**config.mk**
```make
export PLATFORM = sky130hd
export DESIGN_NAME = adc_sample_ctrl_flat
export DESIGN_NICKNAME = d
export VERILOG_FILES = /design/src/rtl/adc_sample_ctrl_if.sv /design/src/rtl/adc_sample_ctrl.sv /design/src/flat_wrapper.sv
export SDC_FILE = /design/constraint.sdc
export NUM_CORES = 1
export LEC_CHECK = 0
export BUFFER_PORTS_ARGS = -buffer_cell sky130_fd_sc_hd__buf_2
export CAP_MARGIN = 10
export CORE_ASPECT_RATIO = 1.5
export CORE_MARGIN = 2
export CORE_UTILIZATION = 50
export DETAILED_ROUTE_END_ITERATION = 6
export PLACE_DENSITY = 0.69
export SYNTH_ARGS = -nofsm -noshare
export SYNTH_HDL_FRONTEND = slang
export SYNTH_SLANG_ARGS = --single-unit
```
**constraint.sdc**
```tcl
create_clock -name Clk -period 2.05 [get_ports Clk]
set_input_delay 0.1025 -clock Clk [delete_from_list [all_inputs] [get_ports Clk]]
set_output_delay 0.1025 -clock Clk [all_outputs]
set_load 0.005 [all_outputs]
```
**src/rtl/adc_sample_ctrl_if.sv**
```systemverilog
// rtl/adc_sample_ctrl_if.sv - ADC framing, trigger and sample-handshake signal bundle
interface adc_sample_ctrl_if;
    logic        En;
    logic        Start;
    logic        SCLK;
    logic        CSn;
    logic [11:0] DATAIN;
    logic [11:0] SAMPLE;
    logic        VALID;
    logic        READY;
    logic        OVERRUN;
    logic        BUSY;

    modport master (
        input  En,
        input  Start,
        input  DATAIN,
        input  READY,
        output SCLK,
        output CSn,
        output SAMPLE,
        output VALID,
        output OVERRUN,
        output BUSY
    );

    modport slave (
        output En,
        output Start,
        output DATAIN,
        output READY,
        input  SCLK,
        input  CSn,
        input  SAMPLE,
        input  VALID,
        input  OVERRUN,
        input  BUSY
    );
endinterface

```
**src/rtl/adc_sample_ctrl.sv**
```systemverilog
// rtl/adc_sample_ctrl.sv - PmodAD1 conversion scheduler with valid/ready sample output
// Optional feature: ADC_AVG_EN (4-capture averaging before the handshake).
module adc_sample_ctrl #(
    parameter int SCLK_DIV      = 4,
    parameter int FRAME_BITS    = 16,
    parameter int DES_LAT       = 2,
    parameter int QUIET_CYCLES  = 8,
    parameter int SAMPLE_PERIOD = 250
) (
    input  logic                 Clk,
    input  logic                 Rst,
    adc_sample_ctrl_if.master    bus
);

    localparam logic [15:0] DIV_LAST    = 16'(SCLK_DIV - 1);
    localparam logic [15:0] TOG_LAST    = 16'(2 * FRAME_BITS - 1);
    localparam logic [15:0] SETTLE_LAST = 16'(DES_LAT - 1);
    localparam logic [15:0] QUIET_LAST  = 16'(QUIET_CYCLES - 1);
    localparam logic [15:0] PER_LAST    = 16'(SAMPLE_PERIOD - 1);

    typedef enum logic [2:0] {
        IDLE    = 3'd0,
        CONVERT = 3'd1,
        SETTLE  = 3'd2,
        CAPTURE = 3'd3,
        QUIET   = 3'd4
    } state_t;

    state_t      state;
    logic [15:0] per_cnt;
    logic [15:0] div_cnt;
    logic [15:0] tog_cnt;
    logic [15:0] wait_cnt;
    logic        csn_q;
    logic        sclk_q;
    logic        busy_q;
    logic [11:0] sample_q;
    logic        valid_q;
    logic        overrun_q;

    logic        tick;
    logic        trigger;
    logic        xfer;
    logic        cap_load;
    logic [11:0] cap_value;

    assign tick    = bus.En && (per_cnt == PER_LAST);
    assign trigger = tick || bus.Start;
    assign xfer    = valid_q && bus.READY;

    always_ff @(posedge Clk) begin
        if (!Rst) begin
            per_cnt <= '0;
        end else if (!bus.En || per_cnt == PER_LAST) begin
            per_cnt <= '0;
        end else begin
            per_cnt <= per_cnt + 16'd1;
        end
    end

    // CSn, SCLK and BUSY are updated alongside the state so all three stay registered.
    always_ff @(posedge Clk) begin
        if (!Rst) begin
            state    <= IDLE;
            csn_q    <= 1'b1;
            sclk_q   <= 1'b1;
            busy_q   <= 1'b0;
            div_cnt  <= '0;
            tog_cnt  <= '0;
            wait_cnt <= '0;
        end else begin
            case (state)
                IDLE: begin
                    if (trigger) begin
                        state   <= CONVERT;
                        csn_q   <= 1'b0;
                        busy_q  <= 1'b1;
                        div_cnt <= '0;
                        tog_cnt <= '0;
                    end
                end
                CONVERT: begin
                    if (div_cnt == DIV_LAST) begin
                        div_cnt <= '0;
                        tog_cnt <= tog_cnt + 16'd1;
                        if (tog_cnt == TOG_LAST) begin
                            // Final rising edge coincides with CSn release.
                            state    <= SETTLE;
                            csn_q    <= 1'b1;
                            sclk_q   <= 1'b1;
                            wait_cnt <= '0;
                        end else begin
                            sclk_q <= ~sclk_q;
                        end
                    end else begin
                        div_cnt <= div_cnt + 16'd1;
                    end
                end
                SETTLE: begin
                    if (wait_cnt == SETTLE_LAST) begin
                        state    <= CAPTURE;
                        wait_cnt <= '0;
                    end else begin
                        wait_cnt <= wait_cnt + 16'd1;
                    end
                end
                CAPTURE: begin
                    state    <= QUIET;
                    wait_cnt <= '0;
                end
                QUIET: begin
                    if (wait_cnt == QUIET_LAST) begin
                        state  <= IDLE;
                        busy_q <= 1'b0;
                    end else begin
                        wait_cnt <= wait_cnt + 16'd1;
                    end
                end
                default: begin
                    state  <= IDLE;
                    csn_q  <= 1'b1;
                    sclk_q <= 1'b1;
                    busy_q <= 1'b0;
                end
            endcase
        end
    end

`ifdef ADC_AVG_EN
    logic [13:0] acc;
    logic [1:0]  cap_cnt;
    logic [13:0] acc_sum;

    assign acc_sum   = acc + {2'b00, bus.DATAIN};
    assign cap_load  = (state == CAPTURE) && (cap_cnt == 2'd3);
    assign cap_value = acc_sum[13:2];

    always_ff @(posedge Clk) begin
        if (!Rst) begin
            acc     <= '0;
            cap_cnt <= '0;
        end else if (state == CAPTURE) begin
            if (cap_cnt == 2'd3) begin
                acc     <= '0;
                cap_cnt <= '0;
            end else begin
                acc     <= acc_sum;
                cap_cnt <= cap_cnt + 2'd1;
            end
        end
    end
`else
    assign cap_load  = (state == CAPTURE);
    assign cap_value = bus.DATAIN;
`endif

    // A capture landing on a transfer edge both hands off the old sample and keeps VALID high.
    always_ff @(posedge Clk) begin
        if (!Rst) begin
            sample_q  <= '0;
            valid_q   <= 1'b0;
            overrun_q <= 1'b0;
        end else begin
            if (cap_load) begin
                sample_q <= cap_value;
                valid_q  <= 1'b1;
            end else if (xfer) begin
                valid_q <= 1'b0;
            end

            if (cap_load && valid_q && !bus.READY) begin
                overrun_q <= 1'b1;
            end else if (xfer) begin
                overrun_q <= 1'b0;
            end
        end
    end

    assign bus.CSn     = csn_q;
    assign bus.SCLK    = sclk_q;
    assign bus.BUSY    = busy_q;
    assign bus.SAMPLE  = sample_q;
    assign bus.VALID   = valid_q;
    assign bus.OVERRUN = overrun_q;

endmodule

```
**src/flat_wrapper.sv**
```systemverilog
// flat-port wrapper written by rule: the top's interface ports become plain ports
module adc_sample_ctrl_flat 
#(
    parameter int SCLK_DIV      = 4,
    parameter int FRAME_BITS    = 16,
    parameter int DES_LAT       = 2,
    parameter int QUIET_CYCLES  = 8,
    parameter int SAMPLE_PERIOD = 250
)
  (Clk, Rst, bus_En, bus_Start, bus_DATAIN, bus_READY, bus_SCLK, bus_CSn, bus_SAMPLE, bus_VALID, bus_OVERRUN, bus_BUSY);
  adc_sample_ctrl_if bus_i ();
  input  logic Clk;
  input  logic Rst;
  input wire logic [$bits(bus_i.En)-1:0] bus_En;
  input wire logic [$bits(bus_i.Start)-1:0] bus_Start;
  input wire logic [$bits(bus_i.DATAIN)-1:0] bus_DATAIN;
  input wire logic [$bits(bus_i.READY)-1:0] bus_READY;
  output wire logic [$bits(bus_i.SCLK)-1:0] bus_SCLK;
  output wire logic [$bits(bus_i.CSn)-1:0] bus_CSn;
  output wire logic [$bits(bus_i.SAMPLE)-1:0] bus_SAMPLE;
  output wire logic [$bits(bus_i.VALID)-1:0] bus_VALID;
  output wire logic [$bits(bus_i.OVERRUN)-1:0] bus_OVERRUN;
  output wire logic [$bits(bus_i.BUSY)-1:0] bus_BUSY;
  assign bus_i.En = bus_En;
  assign bus_i.Start = bus_Start;
  assign bus_i.DATAIN = bus_DATAIN;
  assign bus_i.READY = bus_READY;
  assign bus_SCLK = bus_i.SCLK;
  assign bus_CSn = bus_i.CSn;
  assign bus_SAMPLE = bus_i.SAMPLE;
  assign bus_VALID = bus_i.VALID;
  assign bus_OVERRUN = bus_i.OVERRUN;
  assign bus_BUSY = bus_i.BUSY;
  adc_sample_ctrl #(.SCLK_DIV(SCLK_DIV), .FRAME_BITS(FRAME_BITS), .DES_LAT(DES_LAT), .QUIET_CYCLES(QUIET_CYCLES), .SAMPLE_PERIOD(SAMPLE_PERIOD)) u_core (.Clk(Clk), .Rst(Rst), .bus(bus_i));
endmodule
```
# Word level (Yosys, flattened, before mapping)
# Cells that the tools add are included.
# classes
add_sub_neg	4
n_eq_ne	15
mux	29
bitwise_logic	5
reduce_logical	24
# op_table
op	count
two-way mux 16 bit	7
adder 16 x 1 -> 16 bit, second input constant	4
one-hot mux 16 bit (2 select lines)	2
one-hot mux 16 bit (4 select lines)	1
equality test 16 x 1 -> 1 bit, second input constant	1
equality test 16 x 2 -> 1 bit, second input constant	1
equality test 16 x 3 -> 1 bit, second input constant	1
equality test 16 x 5 -> 1 bit, second input constant	1
equality test 16 x 8 -> 1 bit, second input constant	1
two-way mux 3 bit	5
one-hot mux 3 bit (5 select lines)	1
two-way mux 1 bit	10
!= test 2 x 1 -> 1 bit, second input constant	5
AND reduction 4 bit	2
equality test 3 x 2 -> 1 bit, second input constant	2
one-hot mux 1 bit (3 select lines)	2
AND reduction 3 bit	2
nonzero test 2 bit	3
OR reduction 3 bit	2
inverter 1 bit	5
AND reduction 5 bit	1
logical AND 1 bit	4
AND reduction 2 bit	2
nonzero test 4 bit	1
9 further kinds	11
# totals
regBits	84
input_bits	17
output_inout_bits	17
wordCells	88

# Logic depth before layout (Yosys ltp)
# depth
ltp_word	5
ltp_mapped	9

# Least setup slack after synthesis
# No wires, ideal clock.
# synth_timing
path_kind	register to register
start	register u_core.div_cnt[0]
end	register u_core.wait_cnt[10]
arrival_time_ps	2132
required_ps	1933
setup_slack_ps	-200
path_stages_with_launch	9
path_cell_list	dfxtp_1 -> ha_1 -> nor4b_1 -> and4_1 -> buf_2 -> a21oi_2 -> o31ai_1 -> buf_2 -> nor2_1
# synth_via
elab_chain_len	3
# synth_lines
element	line	source
start, declared	adc_sample_ctrl.sv:31	logic [15:0] div_cnt;
start signal, assigned	adc_sample_ctrl.sv:96	div_cnt <= div_cnt + 16'd1;
equality test 16 x 2 -> 1 bit	adc_sample_ctrl.sv:83	if (div_cnt == DIV_LAST) begin
!= test 2 x 1 -> 1 bit (no line)	n/a	
AND reduction 4 bit (no line)	n/a	
end signal, assigned	adc_sample_ctrl.sv:104	wait_cnt <= wait_cnt + 16'd1;
end signal, assigned	adc_sample_ctrl.sv:116	wait_cnt <= wait_cnt + 16'd1;
end, declared	adc_sample_ctrl.sv:33	logic [15:0] wait_cnt;
# Every way passes these cells.
# A chain may end at the register's enable or synchronous reset.

# Worst setup path in the final report
# layout_timing
start	register u_core.per_cnt[1]
end	register u_core.tog_cnt[7]
# layout_via
elab_chain_len	5
# layout_lines
element	line	source
start, declared	adc_sample_ctrl.sv:30	logic [15:0] per_cnt;
start signal, assigned	adc_sample_ctrl.sv:57	per_cnt <= per_cnt + 16'd1;
equality test 16 x 8 -> 1 bit	adc_sample_ctrl.sv:47	assign tick = bus.En && (per_cnt == PER_LAST);
logical AND 1 bit	adc_sample_ctrl.sv:47	
logical OR 1 bit	adc_sample_ctrl.sv:48	assign trigger = tick || bus.Start;
!= test 2 x 1 -> 1 bit (no line)	n/a	
AND reduction 3 bit (no line)	n/a	
end signal, assigned	adc_sample_ctrl.sv:85	tog_cnt <= tog_cnt + 16'd1;
end, declared	adc_sample_ctrl.sv:32	logic [15:0] tog_cnt;
# Every way passes these cells.

==> summary.md <==
| Metric | Value |
|---|---|
| Failing checks | `negative setup slack` |
| Asr flop ratio synth | `0%` |
| Top-level port count | `34` |
| Part of the cycle the worst path needs | `112%` |
| Synthesized instance count | `497` |
| Die Footprint | `8800 um2` |
| Status | `finished with violations` |
| Clock Latency Late Sink | `0.34 ns` |
| Syn avg cell area | `8.10 um2` |
| Area of the multi-input gates | `2410 um2` |
| Data arrival time of the worst path | `2.57 ns` |
| Nets | `626` |
| Mapped Area | `4020 um2` |
| Cell area after layout | `5320 um2` |
| Worst Path Required | `2.33 ns` |
| Crit path capture type | `register` |
| Initial antenna violation count | `0` |
| Final Hold Fails | `0` |
| Cell area power density | `838 nW/um2` |
| Post-Syn Nets | `520` |
| Fin Clk Skew | `0.00840 ns` |
| Hold_ws | `0.00423 ns` |
| DR DRC count | `0` |
| Worst Reg-to-Reg Cells | `8` |
| Rel. slew slack | `64.1%` |
| Max-Cap Viols | `0` |
| Hold/Removal Path Class | `in -> reg` |
| Starting Density | `50.9%` |
| Yosys warnings | `0` |
| Hold Crit Start | `bus_DATAIN[5]` |
| Post-synthesis sequential area ratio | `41.8%` |
| Worst R2R Start | `u_core.per_cnt[1]` |
| Worst slew pin tran | `0.537 ns` |
| Max Slew Vio Count | `0` |
| #FFs+latches synth | `84` |
| R2R setup slack | `-0.24 ns` |
| First-pass GRT wire length | `17000 um` |
| Setup violations, final | `33` |
| DR iter-0 viols | `250` |
| Die Ht | `114 um` |
| Hold Crit Depth | `3` |
| Hold EP | `u_core.bus.SAMPLE[5]` |
| Fin cells | `711` |
| Overflow after GRT | `0` |
| RSZ-0062 raised after global routing | `yes` |
| Placed cell count | `692` |
| Maximum VDD drop | `0.571 mV` |
| Area grow syn2layout | `32.1%` |
| Register area | `1690 um2` |
| Distinct cells, synth | `52` |
| DRT Pass-1 Iters | `5` |
| Sink Count | `84` |
| Clock Path Buffers | `2` |
| Ys flop type | `dfxtp_1` |
| Worst-path clk slew | `0.06 ns` |
| Final Wtd Congestion | `0.859` |
| TritonCTS clock tree | `built` |
| IO Port Bufs | `33` |
| DP HPWL | `7320 um` |
| Post-synth EDFFs | `0` |
| Post-Route WL | `10300 um` |
| Kind of critical path | `reg -> reg` |
| Antenna-violating nets left | `0` |
| Layout cell share with drive strength beyond 1 | `28.2%` |
| Drt wl/cell | `14.5 um` |
| Clock root buffer | `clkbuf_16` |
| Placed cell area | `4840 um2` |
| Leak | `0.00198 uW` |
| Worst-path maximum fanout | `4` |
| Worst setup SP type | `register` |
| Vias in the first global route | `3876` |
| Via count | `3956` |
| Antenna cells | `0` |
| Commonest non-fill, non-tap cell in the layout | `dfxtp_1` |
| Commonest cells after routing, fill and taps aside | `dfxtp_1 (78), buf_4 (76), nor2_1 (68)` |
| Fillers | `668` |
| CTS HTree Levels | `3` |
| Global Route Usage Sum | `23.6%` |
| Max Clk Rate | `0.436 GHz` |
| Via density | `5.56` |
| Final Critical Period | `2.29 ns` |
| Die width | `77.2 um` |
| FP Rows | `40` |
| CTS Buf Count | `9` |
| Worst reg2reg endpoint | `u_core.tog_cnt[7]` |
| Post-route setup slack | `-0.242 ns` |
| CORE AREA | `7910 um2` |
| Largest net degree at the start of global routing | `25` |
how the worst max path moves through the flow:
stage | startpoint | end | depth (start not counted)
6_report | u_core.per_cnt[1] | u_core.tog_cnt[7] | 8
5_1_grt | u_core.per_cnt[1] | u_core.tog_cnt[7] | 8
4_1_cts | u_core.per_cnt[1] | u_core.tog_cnt[7] | 8
3_5_place_dp | u_core.per_cnt[1] | u_core.tog_cnt[2] | 8
3_3_place_gp | u_core.per_cnt[1] | u_core.tog_cnt[4] | 8
2_1_floorplan | u_core.per_cnt[1] | u_core.tog_cnt[7] | 8
final cells by class:
class	count	share of cell area, %
Inverter	8	0.565
Sequential cell	84	31.8
Tap cell	105	2.47
Multi-Input combinational cell	386	45.3
Clock inverter	2	0.235
Timing Repair Buffer	114	15.0
Clock buffer	12	4.64
stage by stage:
| stage | utilization [%] | TNS, ns | setup WS (ns) | total power (uW) |
|---|---|---|---|---|
| 3_3_place_gp | 61.2 | -4.72 | -0.221 | 2870 |
| 2_1_floorplan | - | -1.12 | -0.151 | 2500 |
| 3_5_place_dp | 61.2 | -6.38 | -0.319 | 2900 |
| 6_report | 67.2 | -5.35 | -0.242 | 4450 |
| 5_1_grt | 67.2 | -8.17 | -0.336 | 4660 |
| 4_1_cts | 65.2 | -4.70 | -0.226 | 4370 |
worst max-delay path, cell delays in order, from the launching register on:
cell and delay, ns:
dfxtp_2 0.32, inv_2 0.06, ha_4 0.11, or4b_4 0.44, or4_4 0.46, o21ai_4 0.22, nand3_4 0.12, or3_4 0.39
a21oi_2 0.13
kinds of logic (layout without fill, tap and decap cells):
family / Yosys count / count (layout) / share of synthesized area, %
and+or+nand+nor: 251 / 251 / 31.0
AOI/OAI and AO/OA: 100 / 100 / 15.5
DFF: 84 / 84 / 41.8
xor gates and xnor gates: 28 / 28 / 6.09
buffers and inverters: 27 / 136 / 3.42
adders and majority gates: 6 / 6 / 1.87
muxes: 1 / 1 / 0.249
cell usage after synthesis (2+ instances only):
cell,n,area share [%]
dfxtp_1,84,42
nor2_1,71,6.6
nand2_1,62,5.8
nand3_1,31,3.9
o21ai_0,29,3.6
a21oi_1,24,3.0
nor4_1,16,2.5
xnor2_1,16,3.5
nand4_1,14,2.2
xor2_1,12,2.6
a31oi_1,11,1.7
clkbuf_1,11,1.0
inv_1,8,0.75
nor3_1,8,1.0
and3_1,7,1.1
o31ai_1,7,1.3
ha_1,6,1.9
or3_1,6,0.93
a211oi_1,5,0.93
nand2b_1,5,0.78
o211ai_1,5,0.93
a311oi_1,4,0.87
and4_1,4,0.87
buf_2,4,0.50
nor4b_1,4,0.87
o21a_1,4,0.75
a21boi_0,3,0.56
and2_1,3,0.47
nor2b_1,3,0.47
nor3b_1,3,0.56
or2_2,3,0.47
clkbuf_8,2,0.68
nand4b_1,2,0.44
o41ai_1,2,0.44
where the power goes:
group / internal [uW] / total [uW] / switching [uW]
Clock: 839 / 1460 / 625
Sequential: 1710 / 1780 / 72.4
Combinational: 522 / 1210 / 686
Total: 3070 / 4450 / 1380
metal layers:
metal | up-vias | routed length (um) | track usage (%)
met2 | 88 | 5420 | 41.7
met4 | 0 | 384 | 13.7
met1 | 1835 | 4170 | 26.1
met3 | 35 | 310 | 4.67
met5 | - | 0 | 0
li1 | 1998 | - | -
state kept, by name, summed over array words and instances, names as in the netlist:
| signal | count |
|---|---|
| u_core.bus.SCLK | 1 |
| u_core.bus.VALID | 1 |
| u_core.state | 3 |
| u_core.bus.OVERRUN | 1 |
| u_core.per_cnt | 16 |
| u_core.wait_cnt | 16 |
| u_core.bus.BUSY | 1 |
| u_core.div_cnt | 16 |
| u_core.bus.CSn | 1 |
| u_core.tog_cnt | 16 |
| u_core.bus.SAMPLE | 12 |
repair_timing:
item                                   in CTS  in global routing
hold buffers                                1                  0
buffers inserted                            0                  4
setup endpoints to repair                  38                 51
resized for setup                          24                 30
endpoints found under the hold margin       1                  0
pin swaps                                   3                 10
Note: power is estimated with default switching activity, not from simulation.
